===== src/rtl/anton_neopixel_stream_pkg.sv =====
// Shared constants, state encodings and helpers for the neopixel stream.
// Timing defaults are in clocks of busClk.
package anton_neopixel_stream_pkg;

  localparam int BUFFER_END_DEFAULT = 255;
  localparam int T0H_DEFAULT        = 8;
  localparam int T1H_DEFAULT        = 16;
  localparam int BIT_DEFAULT        = 25;
  localparam int RESET_DEFAULT      = 1000;
  localparam int REG_W              = 13;

  typedef enum logic [2:0] {
    ST_IDLE  = 3'd0,
    ST_FETCH = 3'd1,
    ST_BIT   = 3'd2,
    ST_LATCH = 3'd3,
    ST_INIT  = 3'd4
  } np_state_t;

  function automatic logic [REG_W-1:0] clamp_last(
    input logic             lim,
    input logic [REG_W-1:0] maxv,
    input logic [REG_W-1:0] end_idx
  );
    if (lim && maxv < end_idx) return maxv;
    return end_idx;
  endfunction

endpackage


===== src/rtl/anton_neopixel_stream_bit_timer.sv =====
// One WS2812 bit period: free-running period counter and high-time compare.
// Runs back-to-back periods for as long as start is held.
module anton_neopixel_bit_timer
  import anton_neopixel_stream_pkg::*;
#(
  parameter int CYCLES_T0H = T0H_DEFAULT,
  parameter int CYCLES_T1H = T1H_DEFAULT,
  parameter int CYCLES_BIT = BIT_DEFAULT
) (
  input  logic busClk,
  input  logic busRst_n,
  input  logic start,
  input  logic bit_value,
  output logic pulse,
  output logic bit_done
);

  localparam int CW = (CYCLES_BIT > 1) ? $clog2(CYCLES_BIT) : 1;

  logic [CW-1:0] cnt;
  logic          at_end;
  logic          hi;

  assign at_end = cnt == CW'(CYCLES_BIT - 1);

  always_ff @(posedge busClk or negedge busRst_n) begin
    if (!busRst_n) begin
      cnt <= '0;
    end else if (!start || at_end) begin
      cnt <= '0;
    end else begin
      cnt <= cnt + 1'b1;
    end
  end

  assign hi       = bit_value ? (cnt < CW'(CYCLES_T1H))
                              : (cnt < CW'(CYCLES_T0H));
  assign pulse    = start && hi;
  assign bit_done = start && at_end;

endmodule


===== src/rtl/anton_neopixel_stream.sv =====
// Serialises pixel buffer bytes onto a WS2812 data wire with latch/init gaps.
// ANTON_NEOPIXEL_STREAM_RGBW_EN: 32bit mode also sends byte 3 of each pixel.
module anton_neopixel_stream
  import anton_neopixel_stream_pkg::*;
#(
  parameter  int BUFFER_END   = BUFFER_END_DEFAULT,
  parameter  int CYCLES_T0H   = T0H_DEFAULT,
  parameter  int CYCLES_T1H   = T1H_DEFAULT,
  parameter  int CYCLES_BIT   = BIT_DEFAULT,
  parameter  int CYCLES_RESET = RESET_DEFAULT,
  localparam int AW           = $clog2(BUFFER_END + 1)
) (
  input  logic             busClk,
  input  logic             busRst_n,
  output logic [AW-1:0]    pixelAddr,
  input  logic [7:0]       pixelData,
  input  logic [REG_W-1:0] reg_max,
  input  logic             reg_ctrl_limit,
  input  logic             reg_ctrl_run,
  input  logic             reg_ctrl_32bit,
  input  logic             initSlow,
  output logic             neoData,
  output logic             state,
  output logic             stream_sync_of,
  output logic             initSlowDone
);

  localparam int GW = (CYCLES_RESET > 1) ? $clog2(CYCLES_RESET) : 1;
  localparam logic [REG_W-1:0] END_IDX = REG_W'(BUFFER_END);
`ifdef ANTON_NEOPIXEL_STREAM_RGBW_EN
  localparam logic RGBW = 1'b1;
`else
  localparam logic RGBW = 1'b0;
`endif
  localparam logic [1:0] END_SLOT = RGBW ? 2'd3 : 2'd2;

  np_state_t st_q, st_d;

  logic             fetch_ph_q;
  logic             final_q;
  logic             init_skip_q;
  logic             m32_q;
  logic [REG_W-1:0] last_q;
  logic [2:0]       bit_idx_q;
  logic [7:0]       shift_q;
  logic [7:0]       pf_q;
  logic [1:0]       rd_q;
  logic [GW-1:0]    gap_q;

  logic             bit_done;
  logic             byte_end;
  logic             gap_last;
  logic             addr_end;
  logic             addr_skip;
  logic [REG_W-1:0] addr;
  logic [REG_W-1:0] addr_inc;
  logic [REG_W-1:0] addr_next;

  anton_neopixel_bit_timer #(
    .CYCLES_T0H (CYCLES_T0H),
    .CYCLES_T1H (CYCLES_T1H),
    .CYCLES_BIT (CYCLES_BIT)
  ) u_timer (
    .busClk    (busClk),
    .busRst_n  (busRst_n),
    .start     (st_q == ST_BIT),
    .bit_value (shift_q[7]),
    .pulse     (neoData),
    .bit_done  (bit_done)
  );

  assign addr     = REG_W'(pixelAddr);
  assign byte_end = bit_done && (bit_idx_q == 3'd7);
  assign gap_last = gap_q == GW'(CYCLES_RESET - 1);

  // pixelAddr still names the byte on the wire when this is evaluated
  always_comb begin
    addr_end = addr >= last_q;
    if (m32_q) begin
      addr_end = (addr[1:0] == END_SLOT &&
                  addr[REG_W-1:2] >= last_q[REG_W-1:2]) ||
                 addr >= END_IDX;
    end
  end

  assign addr_skip = m32_q && !RGBW && (addr[1:0] == 2'd2);
  assign addr_inc  = addr + (addr_skip ? REG_W'(2) : REG_W'(1));
  assign addr_next = (addr_inc > END_IDX) ? END_IDX : addr_inc;

  always_comb begin
    st_d = st_q;
    unique case (st_q)
      ST_IDLE: begin
        if (initSlow && !init_skip_q) st_d = ST_INIT;
        else if (reg_ctrl_run)        st_d = ST_FETCH;
      end
      ST_FETCH: if (fetch_ph_q)          st_d = ST_BIT;
      ST_BIT:   if (byte_end && final_q) st_d = ST_LATCH;
      ST_LATCH: if (gap_last)            st_d = ST_IDLE;
      ST_INIT:  if (gap_last)            st_d = ST_IDLE;
      default:                           st_d = ST_IDLE;
    endcase
    if (initSlow && st_q != ST_IDLE && st_q != ST_INIT) st_d = ST_INIT;
  end

  always_ff @(posedge busClk or negedge busRst_n) begin
    if (!busRst_n) begin
      st_q        <= ST_IDLE;
      fetch_ph_q  <= 1'b0;
      final_q     <= 1'b0;
      init_skip_q <= 1'b0;
      m32_q       <= 1'b0;
      last_q      <= '0;
      bit_idx_q   <= '0;
      shift_q     <= '0;
      pf_q        <= '0;
      rd_q        <= '0;
      gap_q       <= '0;
      pixelAddr   <= '0;
    end else begin
      st_q        <= st_d;
      fetch_ph_q  <= (st_q == ST_FETCH) && (st_d == ST_FETCH);
      init_skip_q <= (st_q == ST_INIT) && (st_d == ST_IDLE);
      gap_q       <= ((st_q == ST_LATCH || st_q == ST_INIT) && st_d == st_q)
                     ? gap_q + 1'b1 : '0;
      rd_q        <= {rd_q[0], 1'b0};
      if (rd_q[1]) pf_q <= pixelData;

      if (st_q == ST_IDLE && st_d == ST_FETCH) begin
        pixelAddr <= '0;
        last_q    <= clamp_last(reg_ctrl_limit, reg_max, END_IDX);
        m32_q     <= reg_ctrl_32bit;
        final_q   <= 1'b0;
        bit_idx_q <= '0;
        rd_q      <= '0;
      end

      if (st_q == ST_FETCH && fetch_ph_q) shift_q <= pixelData;

      // address steps as bit 7 begins; data lands in pf_q two clocks later
      if (st_q == ST_BIT && bit_done) begin
        if (bit_idx_q == 3'd6) begin
          if (addr_end) begin
            final_q <= 1'b1;
          end else begin
            pixelAddr <= AW'(addr_next);
            rd_q[0]   <= 1'b1;
          end
        end
        if (bit_idx_q == 3'd7) shift_q <= pf_q;
        else                   shift_q <= {shift_q[6:0], 1'b0};
        bit_idx_q <= bit_idx_q + 1'b1;
      end
    end
  end

  assign state          = (st_q == ST_FETCH) || (st_q == ST_BIT);
  assign stream_sync_of = (st_q == ST_LATCH) && gap_last;
  assign initSlowDone   = (st_q == ST_INIT) && gap_last;

endmodule


===== config.mk =====
export PLATFORM = sky130hd
export DESIGN_NAME = anton_neopixel_stream
export DESIGN_NICKNAME = d
export VERILOG_FILES = /design/src/rtl/anton_neopixel_stream_pkg.sv /design/src/rtl/anton_neopixel_stream_bit_timer.sv /design/src/rtl/anton_neopixel_stream.sv
export SDC_FILE = /design/constraint.sdc
export NUM_CORES = 1
export LEC_CHECK = 0
export BUFFER_PORTS_ARGS = -buffer_cell sky130_fd_sc_hd__buf_4
export CAP_MARGIN = 20
export CORE_ASPECT_RATIO = 1.1
export CORE_MARGIN = 2
export CORE_UTILIZATION = 52
export CTS_BUF_LIST = sky130_fd_sc_hd__clkbuf_16
export CTS_CLUSTER_DIAMETER = 100
export DETAILED_ROUTE_END_ITERATION = 16
export HOLD_SLACK_MARGIN = 0.05
export PLACE_DENSITY = 0.75
export SLEW_MARGIN = 10
export SYNTH_ARGS = -nofsm -noshare
export SYNTH_HDL_FRONTEND = slang
export SYNTH_SLANG_ARGS = --single-unit

===== constraint.sdc =====
create_clock -name busClk -period 1.95 [get_ports busClk]
set_input_delay 0.195 -clock busClk [delete_from_list [all_inputs] [get_ports busClk]]
set_output_delay 0.195 -clock busClk [all_outputs]
set_load 0.005 [all_outputs]

==> metrics.cfg, run 1 <==
[floorplanning]
initial_core_util = 0.5402
ios = 39
die_w_um = 80.48
die_h_um = 88.13
dieArea_sq_um = 7092
rows = 30
core_area_sq_um = 6193

[worst_setup_path]
crit_type = flop to flop
ff2ff_setup_slack_ns = -0.09
crit_family = simple AND/OR/NAND/NOR gates
crit_chain = or4_4 -> nor3_4 -> a22o_1 -> a31oi_4 -> and3_4 -> buf_6 -> a211oi_2
end_kind = flop
crit_path_start_kind = flop
slowest_stage = or4_4
max_stage_delay_ns = 0.57
cp.required_ns = 2.19
crit_fanout = 4
arrival_ns = 2.28
critPathBufInv = 1

[cells_and_area]
seqCellArea_sq_um = 1604
multiInputGateArea_sq_um = 1724
drive_gt1_frac = 0.3400
syn2layout_area_growth_pct = 31.94
nNetsFinal = 442
antenna_cells = 0
fillers = 463
design_area_sq_um = 4414

[sta]
max_freq_mhz = 489.5
drv_slew = 0
hold_ws_ns = 0.08536
fin_skew_ns = 0.005745
hold_violations = 0
fin_ws_ns = -0.09308
relSlewSlack = 0.6837
period_share = 1.048
timing.setup.tns_ns = -0.4281
finalSetupViolations = 7
min_period_ns = 2.043
worst_slew_pin_slew_ns = 0.4745
grt_setup_unrepaired = true

[synthesis]
synthAdderAreaFrac = 0.06358
yosysWarnings = 0
ys_types = 49
async_reset_ff_frac = 1.000
synth_mux_area_frac = 0.05722
syn_area_sq_um = 3346
synth_edf_count = 0
synth_top_family_by_area = simple AND/OR/NAND/NOR gates
synthSimpleGateAreaFrac = 0.1963
synth_flop_cell = dfrtp_1
synth-compound-area-share = 0.1260
synth.avg_cell_area_sq_um = 10.39
synth-xor-area-share = 0.03403
ys_ff_latch = 64
syn_nets = 366
seq_area_frac_synth = 0.4787
synthCells = 322

[cts]
cts.sinks = 64
htree_levels = 3
cts_tree = yes
clockBufferDepth = 2
path_clk_slew_ns = 0.06
cts_buffers = 9
worstSkewPairLatency_ns = 0.32
root_buffer = clkbuf_16

[grt]
grt_pass1_wl_mm = 12.73
antenna_found_initial = 0
gr-total-overflow = 0
grt_usage = 0.2378
grt_pass1_vias = 2657
grt_max_degree = 38

[run_status]
violations = setup timing
status = finished with violations

[routing]
firstDrtPassIters = 4
vias = 2671
drc = 0
via_per_inst = 5.530
routedWlPerCell_um = 16.25
routed_wl_mm = 7.849
drt-initial-drc-count = 160
ant_nets = 0

[pwr]
p_per_area_nw_per_um2 = 888.3
combinationalPowerShare = 0.187
p_int_mw = 2.890
power.share.clock = 0.422
ir_drop_mv = 0.8129
power.share.switching = 0.2629
power.leakage_nw = 2.085
power_mw = 3.921
seqPwrFrac = 0.391
switching_power_mw = 1.031

[placed_design]
dp_hpwl_mm = 5.319
place_area_sq_um = 3926
port_buffers = 38
dp_slack_ns = -0.1191
gp_congestion = 0.8241

[job]
drv_cap = 0

[worst_hold_path]
hold_class = input pin to flop

==> final cells by class <==
type                    instances  area share
clock buffers                   9     0.05102
clock inverters                 7     0.01814
multi-input cells             227      0.3906
inverters                      16     0.01361
repair buffers                 80      0.1406
flip-flops and latches         64      0.3634
well taps                      80     0.02268
==> cells in the mapped netlist, types with 2 or more instances <==
cell	count	area, sq um
and3_1	5	31.28
nor4_1	2	12.51
ha_1	17	212.7
a311oi_2	2	30.03
nor2b_1	9	56.30
nand4b_1	4	35.03
o21ai_0	6	30.03
buf_2	7	35.03
xnor2_1	6	52.55
a21o_1	2	15.01
mux2i_1	9	90.09
nand2_1	16	60.06
and2b_1	3	22.52
nor3b_2	2	25.02
nand3_1	11	55.05
buf_4	2	15.01
inv_1	16	60.06
nand2b_1	4	25.02
nor3_1	8	40.04
mux2_2	9	101.4
xor2_1	7	61.31
o31ai_1	2	15.01
a31oi_1	2	12.51
clkbuf_1	4	15.01
and4b_1	2	20.02
a41oi_1	6	52.55
dfrtp_1	64	1602
nor2_1	37	138.9
a22o_1	3	26.28
a211oi_2	3	37.54
and2_1	7	43.79
a211oi_1	7	52.55
buf_6	2	22.52
nor3b_1	2	15.01
a21oi_1	19	95.09
nand4_1	2	12.51
==> metal layers <==
| layer | vias to the layer above | global-route usage | share of wire |
|---|---|---|---|
| li1 | 1293 | - | - |
| met1 | 1311 | 0.2952 | 0.43 |
| met2 | 55 | 0.3977 | 0.52 |
| met3 | 12 | 0.05052 | 0.035 |
| met4 | 0 | 0.1109 | 0.019 |
| met5 | - | 0 | 0 |
==> flip-flops by register name, summed over array words and instances, names as in the netlist <==
name / cells
pf_q: 8
pixelAddr: 8
init_skip_q: 1
fetch_ph_q: 1
last_q: 13
shift_q: 8
u_timer.cnt: 5
final_q: 1
bit_idx_q: 3
m32_q: 1
gap_q: 10
rd_q: 2
st_q: 3
==> path summary, 6_finish.rpt <==
kind	start	endpoint	depth (start not counted)
max	last_q[9]	pixelAddr[7]	7
min	initSlow	st_q[1]	2
max reg2reg	last_q[9]	pixelAddr[7]	7
min reg2reg	fetch_ph_q	fetch_ph_q	1
max in group asynchronous	busRst_n	gap_q[3]	3
min in group asynchronous	busRst_n	last_q[1]	2
==> cell usage in the layout, fill, tap and decap left out, types with 5 or more instances in the layout <==
cell type and count:
a211oi_1 6, a21oi_1 17, a41oi_1 5, and2_1 7, buf_4 74, clkbuf_16 9, dfrtp_1 62, ha_1 13
inv_1 16, mux2_2 9, mux2i_1 8, nand2_1 15, nand3_1 11, nor2_1 35, nor2b_1 9, nor3_1 7
o21ai_0 5, xnor2_1 6, xor2_1 7
==> power by group through the flow <==
| stage | sequential (mW) | clock, mW | combinational, mW |
|---|---|---|---|
| finish | 1.53 | 1.66 | 0.731 |
| global route | 1.55 | 1.75 | 0.818 |
| CTS | 1.53 | 1.69 | 0.719 |
| detailed placement | 1.54 | 0 | 0.694 |
| global placement | 1.54 | 0 | 0.674 |
| floorplan | 1.55 | 0 | 0.352 |
==> timing repair <==
action / 4_1_cts / 5_1_grt
setup buffers: 1 / 2
endpoints found under the setup margin: 9 / 11
hold buffers: 2 / 0
resized for setup: 16 / 15
pin swaps: 9 / 13
hold endpoints to repair: 36 / 0
==> per-stage QoR <==
stage / util / cells
floorplan: - / 322
global placement: 0.6339 / 462
detailed placement: 0.6339 / 462
CTS: 0.7000 / 481
global route: 0.7127 / 483
finish: 0.7127 / 483
==> logic make-up (layout without fill, tap and decap cells) <==
kind of cell / after synthesis / count (layout)
DFF: 64 / 64
and+or+nand+nor: 121 / 121
xor gates and xnor gates: 13 / 13
AOI/OAI and AO/OA: 58 / 58
buffers and inverters: 31 / 112
muxes: 18 / 18
adders and majority gates: 17 / 17
Power figures use the tool's default switching activity.
==> run 2, diff against run 1 <==
- MAX_ROUTING_LAYER: not set -> met4
==> run 2 against run 1 <==
- the flow still finishes with violations (setup timing)
- combinational power increased by 7.1%
- sequential share of layout area decreased by 0.49 points
- flip-flop and latch count unchanged
- cell area increased by 1.4%
- via count increased by 0.11%
- clock skew decreased by 0.0016 ns
- final cell count increased by 0.21%
- global-route usage increased by 0.25 points
- register-to-register slack improved by 0.06 ns
- clock-buffer cell count unchanged
- largest cell class unchanged
==> metrics.cfg, run 2 (same netlist as run 1, synthesis figures left out) <==
[worst_setup_path]
crit_fanout = 3
end_kind = flop
cp.required_ns = 2.20
arrival_ns = 2.23
crit_family = compound AO/OA/AOI/OAI gates
crit_chain = inv_2 -> ha_4 -> a211oi_2 -> nor3_2 -> a22o_1 -> a31oi_2 -> and3_4 -> buf_4 -> mux2i_1
slowest_stage = dfrtp_1
max_stage_delay_ns = 0.37
critPathBufInv = 2
crit_type = flop to flop
crit_path_start_kind = flop

[sta]
max_freq_mhz = 504.9
relSlewSlack = 0.7303
finalSetupViolations = 5
hold_violations = 0
worst_slew_pin_slew_ns = 0.4046
drv_slew = 0
timing.setup.tns_ns = -0.07060
min_period_ns = 1.981
fin_ws_ns = -0.03062
fin_skew_ns = 0.004168
grt_setup_unrepaired = true
period_share = 1.016

[routing]
dr_wl_met2_mm = 3.975
met3_length_um = 227
routed.top_layer = met4
firstDrtPassIters = 5
m1WireLength_mm = 3.325
routed_wl_mm = 7.661
drt-initial-drc-count = 123
drc = 0
via_per_inst = 5.525
vias = 2674
ant_nets = 0
routedWlPerCell_um = 15.83

[cts]
cts.sinks = 64
htree_levels = 3
cts_buffers = 9
path_clk_slew_ns = 0.05
worstSkewPairLatency_ns = 0.33
clockBufferDepth = 2
cts_tree = yes
root_buffer = clkbuf_16

[cells_and_area]
largest_reg_flops = 13
final_util = 0.7224
drive_gt1_frac = 0.3589
nNetsFinal = 444
antenna_cells = 0
layout.cells.non_filler = 484
mostFrequentLayoutCells = buf_4, dfrtp_1, nor2_1
layout_commonest_cell = buf_4
reg_top3 = last_q x13, gap_q x10
syn2layout_area_growth_pct = 33.73
top_register = last_q

[placed_design]
dp.cells = 465
gp_congestion = 0.7973
dp_hpwl_mm = 5.088
port_buffers = 38
dp_slack_ns = -0.1075

[run_status]
violations = setup timing
status = finished with violations

[pwr]
power.leakage_nw = 2.096
p_per_area_nw_per_um2 = 886.4
ir_drop_mv = 0.5766

[floorplanning]
dieArea_sq_um = 7092
ios = 39
die_w_um = 80.48
die_h_um = 88.13
core_area_sq_um = 6193
rows = 30
initial_core_util = 0.5402

[grt]
gr-total-overflow = 0
antenna_found_initial = 0
grt_usage = 0.2403
grt_pass1_wl_mm = 12.41
grt_pass1_vias = 2649
grt_max_degree = 35

[job]
drv_cap = 0

[worst_hold_path]
hold_class = input pin to flop

## run 2: cell count changes in the layout (fill, tap and decap cells not counted), sizes merged
cell and change:
clkinv +2, inv -3, dlygate4sd3 -1, buf +3
## run 2: final timing paths
| check | end | start | cells past startpoint | slack (ns) |
|---|---|---|---|---|
| worst max-delay path | pixelAddr[1] | last_q[6] | 9 | -0.03 |
| worst min-delay path | m32_q | reg_ctrl_32bit | 3 | 0.06 |
| worst max register to register | pixelAddr[1] | last_q[6] | 9 | -0.03 |
| worst min register to register | fetch_ph_q | fetch_ph_q | 1 | 0.45 |
| max in group asynchronous | bit_idx_q[1] | busRst_n | 3 | 1.09 |
| min in group asynchronous | last_q[0] | busRst_n | 2 | 0.34 |
## run 2: worst register-to-register path: stages, from the launching register on
cell and delay, ns:
dfrtp_1 0.37, inv_2 0.08, ha_4 0.20, a211oi_2 0.21, nor3_2 0.08, a22o_1 0.21, a31oi_2 0.21, and3_4 0.23
buf_4 0.13, mux2i_1 0.18
## run 2: routing by layer
layer | global-route usage | up-vias
met1 | 0.2812 | 1326
met4 | 0.09861 | 0
met5 | - | -
met2 | 0.4045 | 46
li1 | - | 1291
met3 | 0.04845 | 11
## run 2: area by class of cell
class | instances | area [sq um]
Tap cell | 80 | 100.1
Inverter | 16 | 60.06
Clock inverter | 6 | 75.07
Clock buffer | 9 | 225.2
Multi-Input combinational cell | 227 | 1768
Sequential cell | 64 | 1604
Timing Repair Buffer | 82 | 641.9
Fill cell | 439 | 1719
## run 2: what timing repair did
item                                    4_1_cts  5_1_grt
pin swaps                                     5        8
hold buffers                                  1        0
endpoints found under the setup margin        9       11
setup buffers                                 2        2
hold endpoints to repair                     30        0
resized for setup                            17       21
## run 2: report_power, final
group          switching, mW  internal, mW  total [mW]
clock                  0.556          1.09        1.65
combinational          0.411         0.373       0.783
sequential            0.0940          1.44        1.53
total                   1.06          2.91        3.97
## run 2: metrics by stage
| step | power (mW) | hold slack [ns] | instance area [sq um] |
|---|---|---|---|
| after floorplan | 1.906 | -0.1006 | 3351 |
| after global placement | 2.224 | 0.1528 | 3961 |
| after detailed placement | 2.248 | 0.1573 | 3961 |
| after CTS | 3.934 | 0.05390 | 4367 |
| after global routing | 4.144 | 0.05540 | 4474 |
| final | 3.966 | 0.06069 | 4474 |
==> run 3, diff against run 2 <==
- ABC_AREA: not set -> 1
- CORE_UTILIZATION: 52 -> 53
- PLACE_DENSITY: 0.75 -> 0.76
- RECOVER_POWER: not set -> 50
- clock period: 1.95 -> 1.8 ns (I/O delays scaled with it)
==> run 3 against run 2 <==
- the flow still finishes with violations (setup timing)
- non-clock buffer count down 1
- area after synthesis up 3.5%
- clock-buffer cell count unchanged
- worst setup slack worse by 0.056 ns
==> metrics.cfg, run 3 <==
[worst_setup_path]
crit_fanout = 4
arrival_ns = 2.14
end_kind = flop
slowest_stage = dfrtp_1
crit_type = flop to flop
cp.required_ns = 2.05
crit_chain = ha_4 -> inv_4 -> nor2_4 -> nand2_2 -> nor2_4 -> nand3_2 -> nand3_2 -> nand2_4 -> buf_4 -> nand4_1 -> nor2_1 -> nor2_2
crit_path_start_kind = flop
max_stage_delay_ns = 0.44

[routing]
drt-initial-drc-count = 227
routed_wl_mm = 9.761
via_per_inst = 5.513
ant_nets = 0
drc = 0
routedWlPerCell_um = 16.52
firstDrtPassIters = 6
vias = 3258

[sta]
min_period_ns = 1.887
hold_violations = 0
max_freq_mhz = 530.1
period_share = 1.048
timing.setup.tns_ns = -0.3265
fin_ws_ns = -0.08654
worst_slew_pin_slew_ns = 0.9976
relSlewSlack = 0.3349
finalSetupViolations = 8
drv_slew = 0
fin_skew_ns = 0.008778
grt_setup_unrepaired = true

[cells_and_area]
reg_top3 = last_q x13, gap_q x10
mostFrequentLayoutCells = buf_4, dfrtp_1, nand2_1
layout_commonest_cell = buf_4
nNetsFinal = 550
largest_reg_flops = 13
antenna_cells = 0
drive_gt1_frac = 0.3620
design_area_sq_um = 4835
syn2layout_area_growth_pct = 39.60
layout.cells.non_filler = 591
top_register = last_q

[synthesis]
synth_top_cell_by_area = dfrtp_1
yosysWarnings = 0
yosys-top-cells-area = dfrtp_1, nand2_1, inv_1
syn_nets = 463
ys_ff_latch = 64
synth_most_common_cell = nand2_1
yosysTopAreaCellShare = 0.4624
async_reset_ff_frac = 1.000
synthCells = 419
seq_area_frac_synth = 0.4624
synth.avg_cell_area_sq_um = 8.266
netlist_top_cells_count = nand2_1, inv_1, dfrtp_1
synth_edf_count = 0
syn_area_sq_um = 3463
ys_types = 38
synth_flop_cell = dfrtp_1

[pwr]
power.leakage_nw = 2.284
ir_drop_mv = 0.8886
power_mw = 5.436
p_per_area_nw_per_um2 = 1124

[placed_design]
dp_slack_ns = -0.1225
dp_hpwl_mm = 5.502
gp_congestion = 0.8832
dp.cells = 556
port_buffers = 38
place_area_sq_um = 4009

[cts]
worstSkewPairLatency_ns = 0.33
path_clk_slew_ns = 0.06
cts.sinks = 64
htree_levels = 3
cts_buffers = 9
cts_tree = yes
clockBufferDepth = 2
root_buffer = clkbuf_16

[grt]
grt_max_degree = 41
gr-total-overflow = 0
grt_pass1_vias = 3166
grt_usage = 0.2631
grt_pass1_wl_mm = 13.83
antenna_found_initial = 0

[floorplanning]
dieArea_sq_um = 7198
die_h_um = 88.78
rows = 30
die_w_um = 81.08
initial_core_util = 0.5558
ios = 39
core_area_sq_um = 6231

[run_status]
violations = setup timing
status = finished with violations

[job]
drv_cap = 0

[worst_hold_path]
hold_class = input pin to flop

[run 3: cell types whose count changed after synthesis, moves of 10 or more]
cell	delta
inv_1	+52
nand2_1	+61
nand3_1	+10
nor2_1	+11
o21ai_0	+25
[run 3: cell type report]
type                            count  area, sq um
Clock buffer                        9        225.2
Tap cell                           80        100.1
Inverter                           71        269.0
Sequential cell                    64         1602
Multi-Input combinational cell    279         1912
Clock inverter                      7        111.4
Timing Repair Buffer               81        615.6
Fill cell                         391         1396
[run 3: metrics by stage]
step / hold WS (ns) / utilization
2_1_floorplan: -0.1156 / -
3_3_place_gp: 0.1885 / 0.6434
3_5_place_dp: 0.1883 / 0.6434
4_1_cts: 0.06124 / 0.7241
5_1_grt: 0.08512 / 0.7759
6_report: 0.06894 / 0.7759
[run 3: worst max-delay path: cells and delay by family (launching register included)]
kind / cells / cell delay [ns]
adder cells (fa/ha/maj): 1 / 0.31
buffers and inverters: 2 / 0.18
AND/OR/NAND/NOR: 9 / 0.90
flip-flops: 1 / 0.44
[run 3: power breakdown]
group | switching (mW) | internal, mW | total (mW)
clock | 0.648 | 1.34 | 1.99
sequential | 0.166 | 1.65 | 1.82
combinational | 0.962 | 0.663 | 1.62
[run 3: cells by family (layout without fill, tap and decap cells)]
group           after synthesis  after routing  synth area share
xor+xnor                     14             14           0.03541
fa+ha+maj                    17             17           0.06142
compound gates               61             61           0.09863
flops                        64             64            0.4624
mux                           4              4           0.01300
buf+inv                      78            168           0.08887
simple gates                181            183            0.2402
[run 3: repair_timing]
action / in CTS / in global routing
hold buffers: 1 / 0
resized for setup: 29 / 54
pin swaps: 15 / 32
hold endpoints to repair: 37 / 0
buffers inserted: 6 / 10
endpoints found under the setup margin: 10 / 30
gates cloned: 0 / 2
[run 3: worst paths after layout]
kind | start | slack (ns) | cells after the start | to
max in group asynchronous | busRst_n | 0.40 | 3 | pixelAddr[5]
worst min register to register | rd_q[0] | 0.47 | 2 | rd_q[1]
worst max-delay path | pixelAddr[7] | -0.09 | 12 | pixelAddr[3]
worst min-delay path | pixelData[3] | 0.07 | 3 | pf_q[3]
min in group asynchronous | busRst_n | 0.55 | 2 | bit_idx_q[0]
worst max register to register | pixelAddr[7] | -0.09 | 12 | pixelAddr[3]
[run 3: layer usage]
metal / vias to the layer above / GRT usage / share of wire
met5: - / - / 0
met4: 0 / 0.1418 / 0.034
met3: 29 / 0.05408 / 0.057
met2: 135 / 0.4410 / 0.51
met1: 1566 / 0.2938 / 0.40
li1: 1528 / - / -
